`src/rtl/match_search_sequencer.sv`:
```
// Candidate sequencer for an external equality comparator: sweeps [lo, hi] one value per clock,
// stops on the first match, on abort or at hi, and reports the outcome and candidates tested.
module match_search_sequencer #(
    parameter int LENGTH = 22,
    parameter int CNT_W  = LENGTH + 1
) (
    input  logic              clk,
    input  logic              rst,
    input  logic              start,
    input  logic              abort,
    input  logic [LENGTH-1:0] lo,
    input  logic [LENGTH-1:0] hi,
    output logic [LENGTH-1:0] cand,
    output logic              cand_valid,
    input  logic              eq_in,
    output logic              busy,
    output logic              done,
    output logic              found,
    output logic              aborted,
    output logic [LENGTH-1:0] match_value,
    output logic [CNT_W-1:0]  tested
);

    localparam logic [LENGTH-1:0] CandOne = 1;
    localparam logic [CNT_W-1:0]  CntOne  = 1;

    typedef enum logic [1:0] {StIdle, StRun, StDone} state_t;

    state_t            state_q, state_d;
    logic [LENGTH-1:0] hi_q, hi_d;
    logic [LENGTH-1:0] cand_q, cand_d;
    logic [LENGTH-1:0] match_q, match_d;
    logic [CNT_W-1:0]  tested_q, tested_d;
    logic              found_q, found_d;
    logic              aborted_q, aborted_d;
    logic              done_q, done_d;

    always_ff @(posedge clk) begin
        if (rst) begin
            state_q   <= StIdle;
            hi_q      <= '0;
            cand_q    <= '0;
            match_q   <= '0;
            tested_q  <= '0;
            found_q   <= 1'b0;
            aborted_q <= 1'b0;
            done_q    <= 1'b0;
        end else begin
            state_q   <= state_d;
            hi_q      <= hi_d;
            cand_q    <= cand_d;
            match_q   <= match_d;
            tested_q  <= tested_d;
            found_q   <= found_d;
            aborted_q <= aborted_d;
            done_q    <= done_d;
        end
    end

    always_comb begin
        state_d   = state_q;
        hi_d      = hi_q;
        cand_d    = cand_q;
        match_d   = match_q;
        tested_d  = tested_q;
        found_d   = found_q;
        aborted_d = aborted_q;
        done_d    = 1'b0;
        unique case (state_q)
            StIdle: begin
                if (start) begin
                    found_d   = 1'b0;
                    aborted_d = 1'b0;
                    tested_d  = '0;
                    if (lo <= hi) begin
                        hi_d    = hi;
                        cand_d  = lo;
                        state_d = StRun;
                    end else begin
                        // Empty range: report completion without driving any candidate.
                        done_d = 1'b1;
                    end
                end
            end
            StRun: begin
                if (abort) begin
                    aborted_d = 1'b1;
                    found_d   = 1'b0;
                    done_d    = 1'b1;
                    state_d   = StDone;
                end else begin
                    tested_d = tested_q + CntOne;
                    if (eq_in) begin
                        found_d = 1'b1;
                        match_d = cand_q;
                        done_d  = 1'b1;
                        state_d = StDone;
                    end else if (cand_q == hi_q) begin
                        // Checked before incrementing so cand never wraps past hi.
                        done_d  = 1'b1;
                        state_d = StDone;
                    end else begin
                        cand_d = cand_q + CandOne;
                    end
                end
            end
            StDone: state_d = StIdle;
            default: state_d = StIdle;
        endcase
    end

    assign cand        = cand_q;
    assign cand_valid  = (state_q == StRun);
    assign busy        = (state_q == StRun);
    assign done        = done_q;
    assign found       = found_q;
    assign aborted     = aborted_q;
    assign match_value = match_q;
    assign tested      = tested_q;

endmodule
```
`config.mk`:
```
export PLATFORM = sky130hd
export DESIGN_NAME = match_search_sequencer
export DESIGN_NICKNAME = d
export VERILOG_FILES = /design/src/rtl/match_search_sequencer.sv
export SDC_FILE = /design/constraint.sdc
export NUM_CORES = 1
export LEC_CHECK = 0
export BUFFER_PORTS_ARGS = -buffer_cell sky130_fd_sc_hd__buf_4
export CORE_MARGIN = 1.5
export CORE_UTILIZATION = 42
export CTS_BUF_LIST = sky130_fd_sc_hd__clkbuf_2
export DETAILED_ROUTE_END_ITERATION = 10
export PLACE_DENSITY = 0.65
export SETUP_SLACK_MARGIN = 0.2
export SYNTH_ARGS = -nofsm -noshare
export SYNTH_HDL_FRONTEND = slang
export SYNTH_SLANG_ARGS = --single-unit
```
`constraint.sdc`:
```
create_clock -name clk -period 4.81 [get_ports clk]
set_input_delay 0.2405 -clock clk [delete_from_list [all_inputs] [get_ports clk]]
set_output_delay 0.2405 -clock clk [all_outputs]
set_load 0.02 [all_outputs]
```
# Word level (Yosys, flattened, before mapping)
# Index checks and enable logic that the tools add are counted.
[totals]
regBits = 94
latch_bits = 0
mem_bits_rw = 0
rom_bits = 0
input_bits = 49
memories = 0
[classes]
n_addsub = 2
multipliers = 0
div_mod_pow = 0
n_lt_le_gt_ge = 1
eq_ne = 10
n_shift = 0
mux = 27
bitwise = 1
n_reduce_logical = 9
[ops]
columns = ["operator", "n"]
rows = [
  ["two-way mux 22 bit", 5],
  ["two-way mux 23 bit", 2],
  ["case mux 23 bit (2 select lines)", 1],
  ["case mux 22 bit (2 select lines)", 1],
  ["adder 23 x 1 -> 23 bit (second input constant)", 1],
  ["adder 22 x 1 -> 22 bit (second input constant)", 1],
  ["equality test 22 bit", 1],
  ["<= comparator 22 bit", 1],
  ["AND reduction 3 bit", 6],
  ["inequality test 2 bit (second input constant)", 6],
  ["two-way mux 2 bit", 5],
  ["two-way mux 1 bit", 9],
  ["case mux 1 bit (2 select lines)", 3],
  ["AND reduction 6 bit", 1],
  ["inequality test 4 x 3 -> 1 bit (second input constant)", 1],
  ["case mux 2 bit (2 select lines)", 1],
  ["inequality test 3 bit (second input constant)", 1],
  ["equality test 2 x 1 -> 1 bit (second input constant)", 1],
  ["logical NOT 2 bit", 1],
  ["nonzero test 2 bit", 1],
  ["inverter 1 bit", 1],
]

# Depth between registers and ports, before layout
# Gate-level depths: netlist of the first run.
[depth]
ltp_word = 5
depth_mapped = 11
mapped_depth_nobuf = 9

# Least setup slack after synthesis of the first run
# Ideal clock, no wire load.
[synth_path]
kind = "input -> register"
startpoint = "in hi[19]"
endpoint = "reg hi_q[7]"
setup_time_ns = 0.128
t_arrival_ns = 2.558
required_time_ns = 4.682
path_slack_ns = 2.124
cell_stages = 11
n_path_buf = 2
cell_sequence = "inv_1 -> ha_1 -> nand4_2 -> or4_4 -> or3_1 -> or3_1 -> buf_2 -> nand2_2 -> buf_6 -> mux2i_1 -> nor2_1"
[synth_between]
elab_chain_len = 2
[synth_lines]
columns = ["element", "line", "source"]
rows = [
  ["from (decl)", "12", "input logic [LENGTH-1:0] hi,"],
  ["<= comparator 22 bit", "75", "if (lo <= hi) begin"],
  ["AND reduction 3 bit (no line)", "-", ""],
  ["to (signal assigned)", "50", "hi_q <= hi_d;"],
  ["to (decl)", "30", "logic [LENGTH-1:0] hi_q, hi_d;"],
]
# Every way passes these cells.
# A chain may end at the register's enable or synchronous reset.

# Worst setup path after layout of the first run
[layout_path]
startpoint = "in lo[18]"
endpoint = "reg hi_q[2]"
[layout_between]
elab_chain_len = 2
[layout_lines]
columns = ["element", "line", "source"]
rows = [
  ["from (decl)", "11", "input logic [LENGTH-1:0] lo,"],
  ["<= comparator 22 bit", "75", ""],
  ["AND reduction 3 bit (no line)", "-", ""],
]
# Every way passes these cells.

==> results of run 1 <==
[metal layers]
| layer | GRT usage | vias up |
|---|---|---|
| met2 | 0.3906 | 156 |
| met5 | 0 | - |
| met3 | 0.06587 | 27 |
| met4 | 0.07426 | 0 |
| li1 | - | 2368 |
| met1 | 0.2831 | 2241 |
[worst paths after layout]
kind	endpoint	from	cells past startpoint
min	cand[10]	lo[10]	3
max	hi_q[2]	lo[18]	10
min reg2reg	match_value[6]	match_value[6]	2
max reg2reg	cand[0]	cand[5]	7
[where the power goes]
part           total [mW]  switching, mW  internal [mW]
clock               0.456          0.282          0.174
sequential          0.882         0.0639          0.818
combinational       0.379          0.204          0.175
total                1.72          0.551           1.17
[cells in the final DEF (no fill, tap or decap), types with 3 or more instances in the layout]
master,synthesis,layout
a2111oi_2,4,4
a211oi_1,3,3
a211oi_2,5,5
a21oi_1,56,56
and2_1,4,4
and3_1,7,7
and4_1,3,3
buf_4,1,124
clkbuf_2,0,9
dfxtp_1,94,94
dlygate4sd3_1,0,35
ha_1,24,24
inv_1,25,25
mux2i_1,34,34
nand2_1,88,88
nand2b_1,7,7
nand3_1,23,23
nand4_1,14,14
nor2_1,58,58
nor2b_1,3,3
nor3_1,6,6
nor4_1,6,6
o21ai_0,18,17
o21ai_1,3,4
o22ai_1,3,3
o31ai_1,6,6
or3_1,5,5
xnor2_1,9,9
xor2_1,32,32
[cell type report]
cell class	count	area, um^2	area share
clock buffers	9	45.04	0.006986
well taps	143	178.9	0.02775
clock inverters	7	95.09	0.01475
inverters	26	97.59	0.01514
flip-flops and latches	94	1882	0.2919
repair buffers	159	1281	0.1987
multi-input cells	450	2868	0.4448
[Yosys cell counts (all sizes together)]
master / instances / area, um^2
o21bai: 2 / 15.01
nor3b: 1 / 7.510
ha: 24 / 300.3
xor2: 32 / 280.3
mux2i: 34 / 340.3
clkinv: 1 / 3.750
buf: 7 / 81.32
a211oi: 8 / 85.08
nor2b: 3 / 18.77
o2111ai: 1 / 8.760
a21oi: 56 / 280.3
and2: 4 / 25.02
and4: 3 / 26.28
nor3: 8 / 50.05
nand3b: 2 / 15.01
xnor2: 9 / 78.83
or3: 5 / 31.28
a31oi: 1 / 6.260
o21ai: 21 / 105.1
o22ai: 3 / 18.77
clkbuf: 27 / 101.4
a32oi: 2 / 17.52
mux2: 1 / 11.26
nand2b: 7 / 43.79
nand3: 24 / 132.6
nand4: 15 / 100.1
a22oi: 1 / 7.510
o31ai: 6 / 45.04
o211ai: 2 / 15.01
a311oi: 3 / 32.53
nor2: 59 / 224.0
and3: 7 / 43.79
dfxtp: 94 / 1882
nand2: 89 / 336.6
inv: 25 / 93.84
a2111oi: 6 / 77.58
or4: 1 / 11.26
a22o: 2 / 17.52
or2: 1 / 6.260
nor4: 6 / 37.54
a41o: 1 / 10.01
[critical path, stage by stage]
cell	delay (ns)
dlygate4sd3_1	0.56
buf_4	0.16
ha_1	0.33
nand4_2	0.16
or4_4	0.56
or3_1	0.40
or3_1	0.42
nand2_2	0.58
mux2i_1	0.25
nor2_1	0.06
[registers in the layout, summed over array words and instances (netlist names)]
register     cells
cand            22
aborted          1
match_value     22
tested          23
state_q          2
found            1
hi_q            22
done             1
[stage by stage]
stage	worst slack (ns)	instance area (um^2)	util	std cells
final	1.560	6447	0.5575	888
after global routing	1.473	6447	0.5575	888
after CTS	1.657	6427	0.5558	886
after detailed placement	1.502	5957	0.5151	837
after global placement	1.566	5957	0.5151	837
after floorplan	2.124	5025	-	604
[logic make-up (layout without fill, tap and decap cells)]
logic type | after synthesis | after routing | synth area share
AOI/OAI and AO/OA | 115 | 115 | 0.1477
xor gates and xnor gates | 41 | 41 | 0.07147
adders and majority gates | 24 | 24 | 0.05976
buffers and inverters | 60 | 201 | 0.05578
DFF | 94 | 94 | 0.3745
muxes | 35 | 35 | 0.06997
and+or+nand+nor | 235 | 235 | 0.2209
==> flow_summary.ini, run 1 <==
[floorplan]
row_count = 39
num_io_pins = 121
die_h_um = 112.4
dieArea_um2 = 12630
core_area_um2 = 11560
initial_core_util = 0.4345
dieWidth_um = 112.4

[power_and_ir_drop]
leakage_nw = 2.764
vdd_drop_max_v = 0.0001671
total_power_mw = 1.717
p_per_area_nw_per_um2 = 266.3

[drt]
antenna_left = 0
met1_length_mm = 6.019
dr_total_vias = 4792
drt_wl_total_mm = 14.11
drt-initial-drc-count = 407
drc = 7
dr.pass1.iters = 8
via_per_inst = 5.396
routed.top_layer = met4
wl_met3_um = 928
wl_met2_mm = 6.815
wl_per_cell_um = 15.89

[grt]
grt_pass1_vias = 4633
grt_max_degree = 73
overflow = 0
antenna_found_initial = 0
track_usage = 0.2304
grt_pass1_wl_mm = 23.14

[clock_network]
cts-buffers-inserted = 9
cts_buffer_depth = 2
postCtsSetupRepairBufs = 0
cts-resized-gates = 0
h-tree-depth = 3
clock_latency_ns = 0.61
cts.sinks = 94
cts_root_buf = clkbuf_2
cts_tree = done
ctsHoldBuffers = 33
clkTransAtPathRegs_ns = 0.24

[sta]
tns_ns = 0
finalMaxSlewViolations = 0
hold_viol_final = 0
grt_setup_unrepaired = no
worst_hold_slack_ns = 0.04718
max_freq_mhz = 307.7
fin_skew_ns = 0.03475
setup_viol = 0
relSlewSlack = 0.3721
fin_crit_sh = 0.6756
fin_crit_ns = 3.250
tightest_slew_ns = 0.9181

[run_status]
status = complete, but fails checks
violations = DRC

[synth]
synth_nets = 677
syn_inst = 604
yosys_warnings = 0
ys_seq_area_frac = 0.3745
netlist_area_um2 = 5025
ys_ff_latch = 94
synth_cell_type_count = 54
syn-mean-instance-area_um2 = 8.319

[worst_setup_path]
end_kind = register
cp_max_fo = 22
worst-setup-path-type = primary input to register
worstPathArrival_ns = 3.73
cp-start-kind = primary input
regToRegSetupSlack_ns = 2.00
worst_ep_required_time_ns = 5.29

[hold_path]
hold_path_class = primary input to register

[final_layout]
syn2layout_area_growth_pct = 28.31
final_layout_size_suffix_gt1_frac = 0.2148
fin_nets = 813
fillCellCount = 1098
diodes = 0

[flow_run]
max_cap_viol_count = 0

[placement]
dp_hpwl_mm = 10.29
place_congestion = 0.8387
port-buffer-count = 120
Power figures use the tool's default switching activity.
==> run 2: changes to the inputs <==
Clock period 4.81 ns to 3.34 ns, I/O delays scaled along.
==> flow_summary.ini, run 2 (synthesis gave the netlist of run 1 again) <==
[floorplan]
dieWidth_um = 112.4
row_count = 39
num_io_pins = 121
dieArea_um2 = 12630
initial_core_util = 0.4345
core_area_um2 = 11560
die_h_um = 112.4

[power_and_ir_drop]
p_switching_mw = 0.8068
total_power_mw = 2.431
p_int_mw = 1.624
pwr-share-seq = 0.521
clock_power_share = 0.238
leakage_nw = 2.857
swShare = 0.3319
p_per_area_nw_per_um2 = 366.3
p_comb_frac = 0.241
vdd_drop_max_v = 0.0002047

[worst_setup_path]
worst-setup-path-type = primary input to register
rr_endpoint = cand[14]
regToRegSetupSlack_ns = 0.67
path_cells = dlygate4sd3_1 > buf_4 > ha_1 > nand4_1 > or4_4 > or3_1 > or3_1 > nand3_4 > buf_12 > mux2i_1 > a21oi_1
cp_max_fo = 16
worst-path-buf-inv = 3
r2r_start = cand[5]
cp-endpoint = cand[13]
end_kind = register
crit_cells = 11
cp-start-kind = primary input
worstPathArrival_ns = 3.46
reg2reg_depth = 8
cp_slowest_stage_delay_ns = 0.59
path_delay_family = simple AND/OR/NAND/NOR gates
cp_slowest_cell = or4_4
worst_ep_required_time_ns = 3.82
critPathMostFrequentCell = or3_1
startpoint = lo[11]

[clock_network]
cts-buffers-inserted = 9
h-tree-depth = 3
cts.sinks = 94
cts_buffer_depth = 2
clock_latency_ns = 0.62
clkTransAtPathRegs_ns = 0.22
cts_tree = done
cts_root_buf = clkbuf_2

[run_status]
status = complete, but fails checks
violations = DRC

[final_layout]
final_common_cell = buf_4
final_layout_size_suffix_gt1_frac = 0.2141
final_area_um2 = 6635
layout_common_cells = buf_4 (129), dfxtp_1 (94), nand2_1 (88)
final_util = 0.5737
largest_reg_flops = 23
diodes = 0
syn2layout_area_growth_pct = 32.05
fin_nets = 834

[sta]
max_freq_mhz = 335.3
fin_crit_sh = 0.8930
fin_skew_ns = 0.03639
relSlewSlack = 0.4301
fin_crit_ns = 2.983
hold_viol_final = 0
tns_ns = 0
finalMaxSlewViolations = 0
grt_setup_unrepaired = no
tightest_slew_ns = 0.8522
setup_viol = 0
worst_hold_slack_ns = 0.03737

[drt]
via_per_inst = 5.372
routed.top_layer = met4
drt-initial-drc-count = 366
wl_per_cell_um = 16.09
wl_met2_mm = 7.142
met1_length_mm = 6.335
dr_total_vias = 4883
drc = 7
dr.pass1.iters = 10
wl_met3_um = 827
antenna_left = 0
drt_wl_total_mm = 14.63

[grt]
grt_pass1_wl_mm = 23.44
antenna_found_initial = 0
grt_max_degree = 59
overflow = 0
grt_pass1_vias = 4792
track_usage = 0.2333

[flow_run]
max_cap_viol_count = 0

[placement]
placed_cell_area_um2 = 6035
port-buffer-count = 120
dp_hpwl_mm = 10.56
place_congestion = 0.9390

[hold_path]
hold_path_class = primary input to register
## run 2: changes by cell type in the layout (fill, tap and decap cells not counted), moves of 2 or more
cell | previous run | this run
buf_12 | 0 | 2
buf_4 | 124 | 129
clkinv_1 | 1 | 4
dlygate4sd3_1 | 35 | 49
## run 2: layout make-up
cell class | count | area [um^2]
multi-input cells | 450 | 2869
clock inverters | 7 | 63.81
well taps | 143 | 178.9
fillers | 1081 | 4930
inverters | 26 | 97.59
repair buffers | 180 | 1499
flip-flops and latches | 94 | 1882
clock buffers | 9 | 45.04
## run 2: per-layer routing
layer	up-vias	track usage
met5	-	0
met4	0	0.09283
met3	27	0.04590
met2	144	0.4106
met1	2301	0.2802
li1	2411	-
## run 2: through the flow
stage / setup slack (ns) / instances
3_5_place_dp: 0.3009 / 844
3_3_place_gp: 0.3767 / 844
6_report: 0.3572 / 909
5_1_grt: 0.2756 / 909
2_1_floorplan: 0.7276 / 604
4_1_cts: 0.4142 / 909
## run 2: worst min-delay path by stage
stage,cells after the start,start,end,slack (ns)
after floorplan,2,hi[0],hi_q[0],0.31
after global placement,3,hi[18],hi_q[18],0.41
after detailed placement,3,hi[12],hi_q[12],0.42
after CTS,5,lo[13],cand[13],0.008
after global routing,5,lo[13],cand[13],0.01
final,5,lo[13],cand[13],0.04
## run 2: repair_timing
action | 4_1_cts | 5_1_grt
buffers inserted | 0 | 0
setup endpoints to repair | 0 | 8
hold buffers | 49 | 0
gates resized for setup | 0 | 1
endpoints found under the hold margin | 47 | 0
## run 2: worst reg2reg max path, cell delays in order, from the launching register on
cell and delay, ns:
dfxtp_1 0.64, xor2_1 0.18, nor4_1 0.31, nand4_1 0.23, o211ai_1 0.41, nand3_4 0.28
buf_12 0.26, a21oi_1 0.18, a211oi_2 0.07
## run 2: power groups by stage
stage / logic (mW) / clock network, mW / registers (mW)
after detailed placement: 0.534 / 0 / 1.29
after global routing: 0.639 / 0.628 / 1.28
final: 0.585 / 0.578 / 1.27
after CTS: 0.582 / 0.590 / 1.27
after floorplan: 0.329 / 0 / 1.28
after global placement: 0.524 / 0 / 1.29
==> run 3: changes to the inputs <==
Settings changed: CORE_UTILIZATION 42 to 50, PLACE_DENSITY 0.65 to 0.75.
==> flow_summary.ini, run 3 (synthesis gave the netlist of run 1 again) <==
[sta]
fin_crit_ns = 2.991
fin_crit_sh = 0.8955
hold_viol_final = 0
setup_viol = 0
tightest_slew_ns = 0.8617
tns_ns = 0
grt_setup_unrepaired = no
max_freq_mhz = 334.4
relSlewSlack = 0.4238
worst_hold_slack_ns = 0.03549
timing.final.ws_setup_ns = 0.3492
finalMaxSlewViolations = 0
fin_skew_ns = 0.03283

[drt]
drt-initial-drc-count = 193
dr.pass1.iters = 4
drc = 0
via_per_inst = 5.479
dr_total_vias = 4860
antenna_left = 0
wl_per_cell_um = 15.86
drt_wl_total_mm = 14.07

[grt]
overflow = 0
grt_use_met2 = 0.4803
grt_pass1_vias = 4695
grt_max_degree = 73
grtUsageMet3 = 0.05444
grt.met1_usage = 0.3250
track_usage = 0.2722
antenna_found_initial = 0
grt_most_used_layer = met2
grt_pass1_wl_mm = 22.41

[power_and_ir_drop]
p_switching_mw = 0.8197
p_int_mw = 1.549
p_per_area_nw_per_um2 = 364.6
vdd_drop_max_v = 0.0001828
leakage_nw = 2.800
total_power_mw = 2.369
clock_power_share = 0.226
p_comb_frac = 0.239
pwr-share-seq = 0.535
swShare = 0.3461

[floorplan]
row_count = 36
die_h_um = 103.2
core_area_um2 = 9774
initial_core_util = 0.5141
num_io_pins = 121
dieArea_um2 = 10660
dieWidth_um = 103.2

[worst_setup_path]
end_kind = register
cp_max_fo = 17
r2r_start = cand[5]
worstPathArrival_ns = 3.50
startpoint = lo[13]
cp-start-kind = primary input
reg2reg_depth = 7
worst-setup-path-type = primary input to register
worst_ep_required_time_ns = 3.85

[final_layout]
final_util = 0.6646
largest_reg_flops = 23
final_layout_size_suffix_gt1_frac = 0.2175
fin_cells = 887
fin_nets = 822
syn2layout_area_growth_pct = 29.28
final_common_cell = buf_4
final_area_um2 = 6496
layout_common_cells = buf_4 (126), dfxtp_1 (94), nand2_1 (88)
diodes = 0

[placement]
place_congestion = 0.9033
placed_cells = 830
dp_slack_ns = 0.2281
port-buffer-count = 120
placed_cell_area_um2 = 5979
dp_hpwl_mm = 9.843

[clock_network]
cts_buffer_depth = 2
cts_tree = done
clock_latency_ns = 0.61
h-tree-depth = 3
cts-buffers-inserted = 9
clkTransAtPathRegs_ns = 0.26
cts.sinks = 94
cts_root_buf = clkbuf_2
postCtsSetupRepairBufs = 0

[hold_path]
hold_path_startpoint = lo[11]
hold_depth = 3
hold_path_class = primary input to register

[flow_run]
max_cap_viol_count = 0

[run_status]
status = complete, no violations
## run 3: cell count changes in the layout (fill, tap and decap cells not counted), sizes merged
cell         previous run  this run
inv                    26        28
dlygate4sd3            49        40
nand3                  24        25
clkinv                  6         5
bufinv                  1         0
buf                   131       127
## run 3: final cells by class
cell class                      instances  area (um^2)
Sequential cell                        94         1882
Timing Repair Buffer                  167         1366
Fill cell                             855         3278
Clock inverter                          7        53.80
Multi-Input combinational cell        451         2885
Clock buffer                            9        45.04
Inverter                               26        97.59
Tap cell                              133        166.4
## run 3: metal layers
layer | up-vias | share of wire
met4 | 0 | 0.025
li1 | 2397 | -
met1 | 2295 | 0.43
met5 | - | 0
met3 | 27 | 0.049
met2 | 141 | 0.50
## run 3: worst paths after layout
kind	end	slack [ns]
setup / recovery	cand[17]	0.35
hold reg to reg	match_value[10]	0.47
setup reg to reg	cand[19]	0.45
hold / removal	cand[11]	0.04
## run 3: critical path: stages
cell,delay [ns]
dlygate4sd3_1,0.54
buf_4,0.14
ha_1,0.32
nand4_1,0.17
or4_4,0.59
or3_1,0.41
or3_1,0.48
nand3_4,0.28
nor2_1,0.09
a2111oi_2,0.32
## run 3: power by group through the flow
stage | combinational, mW | sequential [mW] | clock (mW)
after global routing | 0.622 | 1.28 | 0.580
after CTS | 0.556 | 1.27 | 0.542
after floorplan | 0.329 | 1.28 | 0
final | 0.567 | 1.27 | 0.534
after global placement | 0.506 | 1.28 | 0
after detailed placement | 0.516 | 1.29 | 0
## run 3: what timing repair did
item | CTS | global route
hold buffers | 40 | 0
gates resized for setup | 0 | 1
endpoints found under the setup margin | 0 | 6
endpoints found under the hold margin | 41 | 0
